**src/rtl/dbpsk_pkg.sv**
```systemverilog
// dbpsk_pkg: shared state encoding, SFD default and whitening taps for the DBPSK chain
package dbpsk_pkg;
  typedef enum logic [1:0] {
    HUNT       = 2'd0,
    SFD_SEARCH = 2'd1,
    PAYLOAD    = 2'd2
  } rx_state_t;
  localparam logic [15:0] SFD_DEFAULT = 16'hF3A0;
  localparam int TAP_A = 3;
  localparam int TAP_B = 6;
  function automatic logic scr_bit(input logic [6:0] sreg, input logic d);
    return d ^ sreg[TAP_A] ^ sreg[TAP_B];
  endfunction
endpackage

```
**src/rtl/dbpsk_rx_descrambler.sv**
```systemverilog
// dbpsk_rx_descrambler: differential decode plus x^7+x^4+1 self-synchronising descramble
module dbpsk_rx_descrambler
  import dbpsk_pkg::*;
(
  input  logic clock,
  input  logic reset,
  input  logic clear,
  input  logic in_bit,
  input  logic in_valid,
  output logic out_bit,
  output logic out_valid
);
  logic prev_sym;
  logic [6:0] sreg;
  logic d;
  // Output is combinational so the receiver adds only its own register stage of latency
  assign d = in_bit ^ prev_sym;
  assign out_bit = scr_bit(sreg, d);
  assign out_valid = in_valid & ~clear;
  always_ff @(posedge clock or posedge reset)
    if (reset) begin
      prev_sym <= 1'b0;
      sreg <= '0;
    end else if (clear) begin
      prev_sym <= 1'b0;
      sreg <= '0;
    end else if (in_valid) begin
      prev_sym <= in_bit;
      sreg <= {sreg[5:0], d};
    end
endmodule

```
**src/rtl/dbpsk_receiver.sv**
```systemverilog
// dbpsk_receiver: DBPSK loopback receiver - SYNC hunt, SFD match and payload byte assembly
module dbpsk_receiver
  import dbpsk_pkg::*;
#(
  parameter int          SYNC_MIN      = 16,
  parameter logic [15:0] SFD_PATTERN   = SFD_DEFAULT,
  parameter int          SFD_TIMEOUT   = 64,
  parameter int          PAYLOAD_BYTES = 4
) (
  input  logic       clock,
  input  logic       reset,
  input  logic       enable,
  input  logic       sample_bit,
  input  logic       sample_valid,
  output logic [7:0] data_out,
  output logic       data_valid,
  output logic       frame_start,
  output logic       frame_done,
  output logic       busy
);
  localparam int OW = $clog2(SYNC_MIN + 1);
  localparam int BW = $clog2(SFD_TIMEOUT + 1);
  rx_state_t state, state_nxt;
  logic b, bv;
  logic [OW-1:0] ones_cnt;
  logic [BW-1:0] bit_cnt;
  logic [15:0] sfd_sr, sfd_nxt;
  logic [6:0] byte_sr;
  logic [7:0] byte_cnt;
  logic [2:0] bitpos;
  logic sync_hit, sfd_hit, timeout, byte_end, last;
  logic fs_nxt, dv_nxt, fd_nxt;
  dbpsk_rx_descrambler u_desc (
    .clock    (clock),
    .reset    (reset),
    .clear    (~enable),
    .in_bit   (sample_bit),
    .in_valid (sample_valid),
    .out_bit  (b),
    .out_valid(bv)
  );
  assign sfd_nxt  = {b, sfd_sr[15:1]};
  assign sync_hit = bv && state == HUNT && b && ones_cnt >= OW'(SYNC_MIN - 1);
  assign sfd_hit  = bv && state == SFD_SEARCH && sfd_nxt == SFD_PATTERN;
  assign timeout  = bv && state == SFD_SEARCH && !sfd_hit && bit_cnt >= BW'(SFD_TIMEOUT - 1);
  assign byte_end = bv && state == PAYLOAD && bitpos == 3'd7;
  assign last     = byte_end && byte_cnt == 8'(PAYLOAD_BYTES - 1);
  assign busy     = state == SFD_SEARCH || state == PAYLOAD;
  always_ff @(posedge clock or posedge reset)
    if (reset) state <= HUNT;
    else state <= state_nxt;
  always_comb begin
    state_nxt = !enable ? HUNT :
                sync_hit ? SFD_SEARCH :
                sfd_hit ? PAYLOAD :
                (timeout || last) ? HUNT : state;
  end
  always_comb begin
    fs_nxt = enable && sfd_hit;
    dv_nxt = enable && byte_end;
    fd_nxt = enable && last;
  end
  always_ff @(posedge clock or posedge reset)
    if (reset) begin
      ones_cnt <= '0;
      bit_cnt <= '0;
      sfd_sr <= '0;
      byte_sr <= '0;
      byte_cnt <= '0;
      bitpos <= '0;
      data_out <= '0;
      data_valid <= 1'b0;
      frame_start <= 1'b0;
      frame_done <= 1'b0;
    end else begin
      data_valid <= dv_nxt;
      frame_start <= fs_nxt;
      frame_done <= fd_nxt;
      if (!enable) begin
        ones_cnt <= '0;
        bit_cnt <= '0;
        sfd_sr <= '0;
        byte_cnt <= '0;
        bitpos <= '0;
      end else if (bv) begin
        ones_cnt <= (state == HUNT && b) ? (ones_cnt == OW'(SYNC_MIN) ? ones_cnt : ones_cnt + 1'b1) : '0;
        sfd_sr <= state == SFD_SEARCH ? sfd_nxt : '0;
        bit_cnt <= state == SFD_SEARCH ? (bit_cnt == BW'(SFD_TIMEOUT) ? bit_cnt : bit_cnt + 1'b1) : '0;
        bitpos <= state == PAYLOAD ? bitpos + 1'b1 : '0;
        byte_cnt <= state != PAYLOAD ? '0 : byte_end ? byte_cnt + 1'b1 : byte_cnt;
        if (state == PAYLOAD) byte_sr <= {b, byte_sr[6:1]};
        if (byte_end) data_out <= {b, byte_sr};
      end
    end
endmodule
```
**config.mk**
```make
export PLATFORM = sky130hd
export DESIGN_NAME = dbpsk_receiver
export DESIGN_NICKNAME = d
export VERILOG_FILES = /design/src/rtl/dbpsk_pkg.sv /design/src/rtl/dbpsk_rx_descrambler.sv /design/src/rtl/dbpsk_receiver.sv
export SDC_FILE = /design/constraint.sdc
export NUM_CORES = 1
export LEC_CHECK = 0
export CAP_MARGIN = 40
export CORE_MARGIN = 2
export CORE_UTILIZATION = 63
export DETAILED_ROUTE_END_ITERATION = 8
export DONT_BUFFER_PORTS = 1
export PLACE_DENSITY = 0.79
export SLEW_MARGIN = 20
export SYNTH_ARGS = -nofsm -noshare
export SYNTH_HDL_FRONTEND = slang
export SYNTH_SLANG_ARGS = --single-unit
```
**constraint.sdc**
```tcl
create_clock -name clock -period 2.1 [get_ports clock]
set_input_delay 0.21 -clock clock [delete_from_list [all_inputs] [get_ports clock]]
set_output_delay 0.21 -clock clock [all_outputs]
set_load 0.005 [all_outputs]
```
==> metrics <==
status=finished, final reports clean; initial antenna violation count=0; total of max-cap violations=0; share of cells above drive strength 1=13.6%; CP startpoint kind=register; Congestion Overflow GR=0; Final Total Pwr=2.45 mW; ranking of synthesized cells by area=dfrtp_1 (52%), nand2_1 (4.7%), a22o_1 (4.4%); Max Clk Rate=0.511 GHz; Max Used Layer=met4; num ports=17; top-area cell type share of the netlist area=51.6%; H-tree depth=3; Max VDD drop=0.465 mV; sw frac=23.8%; Net Switching=0.584 mW; WL final=5880 µm; PwrDens=700 nW/µm²; Final Net Count=319; chip height=75.3 µm; largest net degree at the start of global routing=39; ys flop type=dfrtp_1; via/cell ratio=5.94; Synthesis Warnings=0; Avg Inst Size Synth=10.7 µm²; number of synthesized register bits=66; drt wl/cell=15.7 µm; Synth Instances=299; CTS Root Buffer Type=clkbuf_8; die area=5660 µm²; Port Buffer Count=0; share of flip-flops with an asynchronous set or reset=100%; count leader, synth=dfrtp_1; GRT Total Usage=24.0%; CTS tree=built; met2 WL post-DR=2660 µm; critical path class=register to register; Slew HR=59.1%; post-synth top area cell=dfrtp_1; DP Area=3270 µm²; Clock Skew=0.00910 ns; worst skew pair latency=0.34 ns; CP arrival=2.18 ns; Core Region=4820 µm²; Detail Route Antenna Nets=0; Post-synth EDFFs=0; fillers=360; DR iter-0 viols=207; Crit path required time=2.33 ns; internal power=1.87 mW; Reg clk slew, reported paths=0.08 ns; dpl cells=356; M1 WL=2880 µm; first-pass GRT wire length=10100 µm; first-pass detailed-route iteration total=4; register area=1650 µm²; actual slew at the worst max-slew pin=0.609 ns; Synth cell types=51; LEAKAGE=1.67 nW; RSZ-0062 raised after global routing=no; share of the yosys chip area belonging to registers=51.6%; die width=75.3 µm; WL met3=271 µm; Gate power share=3.8%; share of the clock period used by the worst path=93.3%; nature of the critical path endpoint=register; GPL Wtd Cong=0.898; cell area after layout=3500 µm²; Clk network pwr share=43.9%; drt drc=0; multi-input logic area=1420 µm²; number of global-route vias before repair=2172; number of antenna repair diodes=0; Hold Path Class=primary input to register; final hold vios=0; fin cells=375; Syn Nets=315; TNS Setup=0 ns; Area Overhead vs Synth=9.51%; Synth top cells by count=dfrtp_1 (66), nand2_1 (40), a22o_1 (16); clock buffer depth=2; vias=2227; sequential power share=52.3%; Starting Density=66.4%; final setup violation count=0; cell row count=25; DP HPWL=3770 µm; Final min period=1.96 ns; total CTS buffers=9; CP Max Fanout=10; fin. max-slew vios=0; CTS Sinks=66; Mapped Area=3200 µm²
[kinds of logic after synthesis]
family / count (synthesis) / synth area share, %
AO/OA/AOI/OAI: 59 / 14.1
XOR/XNOR: 3 / 0.822
adder cells (fa/ha/maj): 11 / 4.30
buffers and inverters: 30 / 3.91
flip-flops: 66 / 51.6
multiplexers: 20 / 6.73
AND/OR/NAND/NOR: 110 / 18.5
[cells in the final DEF (no fill, tap or decap), drive strengths merged, types with 6 or more instances in the layout]
master | Yosys | final
buf | 9 | 6
mux2 | 12 | 12
nand2 | 40 | 40
nand3 | 10 | 10
mux2i | 8 | 8
clkbuf | 7 | 9
dfrtp | 66 | 66
ha | 11 | 11
nor2 | 7 | 7
nor2b | 15 | 15
a22o | 18 | 18
inv | 14 | 15
nand4 | 8 | 8
o21ai | 11 | 11
a21boi | 7 | 7
[registers in the layout, indices dropped and copies added (netlist names)]
register	count
frame_start	1
sfd_sr	15
state	2
data_valid	1
ones_cnt	5
data_out	8
bit_cnt	7
u_desc.prev_sym	1
bitpos	3
u_desc.sreg	7
byte_cnt	8
frame_done	1
byte_sr	7
[cell type report]
| type | count | area share (%) |
|---|---|---|
| clock buffer | 9 | 3.54 |
| clock inverter | 7 | 2.25 |
| inverter | 14 | 1.50 |
| multi-input combinational | 203 | 40.7 |
| sequential | 66 | 47.2 |
| tap | 67 | 2.39 |
| timing repair buffer | 9 | 2.50 |
[worst max-delay path, cell delays in order, from the launching register on]
cell and delay [ns]:
dfrtp_1 0.38, ha_1 0.16, ha_2 0.27, nand3_1 0.15
nor3_1 0.27, mux2_2 0.36, a32o_1 0.26
[layer usage]
layer | vias to the layer above | GRT usage [%]
met4 | 0 | 6.43
met2 | 49 | 36.4
met3 | 5 | 7.76
met5 | - | 0
li1 | 1086 | -
met1 | 1087 | 33.6
[power by group through the flow]
stage	combinational, mW	sequential [mW]	clock, mW
CTS	0.0932	1.28	1.10
global route	0.107	1.28	1.16
detailed placement	0.0892	1.31	0
finish	0.0938	1.28	1.07
global placement	0.0879	1.31	0
floorplan	0.0773	1.31	0
[metrics by stage]
| step | utilization (%) | setup slack, ns | hold WS (ns) |
|---|---|---|---|
| 6_report | 72.7 | 0.142 | 0.0111 |
| 5_1_grt | 72.7 | 0.0383 | 0.000286 |
| 4_1_cts | 72.4 | 0.0630 | 0.000394 |
| 3_5_place_dp | 67.8 | 0.158 | 0.206 |
| 3_3_place_gp | 67.8 | 0.220 | 0.202 |
| 2_1_floorplan | - | 0.235 | 0.389 |
[worst paths after layout]
check | startpoint | endpoint | cells after the start | slack, ns
max reg2reg | bitpos[0]$_DFFE_PP0P_ | byte_cnt[7]$_DFFE_PP0P_ | 6 | 0.14
max in group asynchronous | reset | sfd_sr[14]$_DFFE_PP0P_ | 3 | 1.10
min reg2reg | byte_sr[0]$_DFFE_PP0P_ | byte_sr[0]$_DFFE_PP0P_ | 2 | 0.48
min in group asynchronous | reset | sfd_sr[1]$_DFFE_PP0P_ | 2 | 0.40
max | bitpos[0]$_DFFE_PP0P_ | byte_cnt[7]$_DFFE_PP0P_ | 6 | 0.14
min | enable | u_desc.sreg[1]$_DFFE_PP0P_ | 1 | 0.01
[repair_timing]
item                                    CTS  global route
buffers inserted                          0             0
endpoints found under the setup margin    0             1
gates resized for setup                   0             1
hold buffers                              2             1
endpoints found under the hold margin    31             3
(Power assumes the default switching activity.)
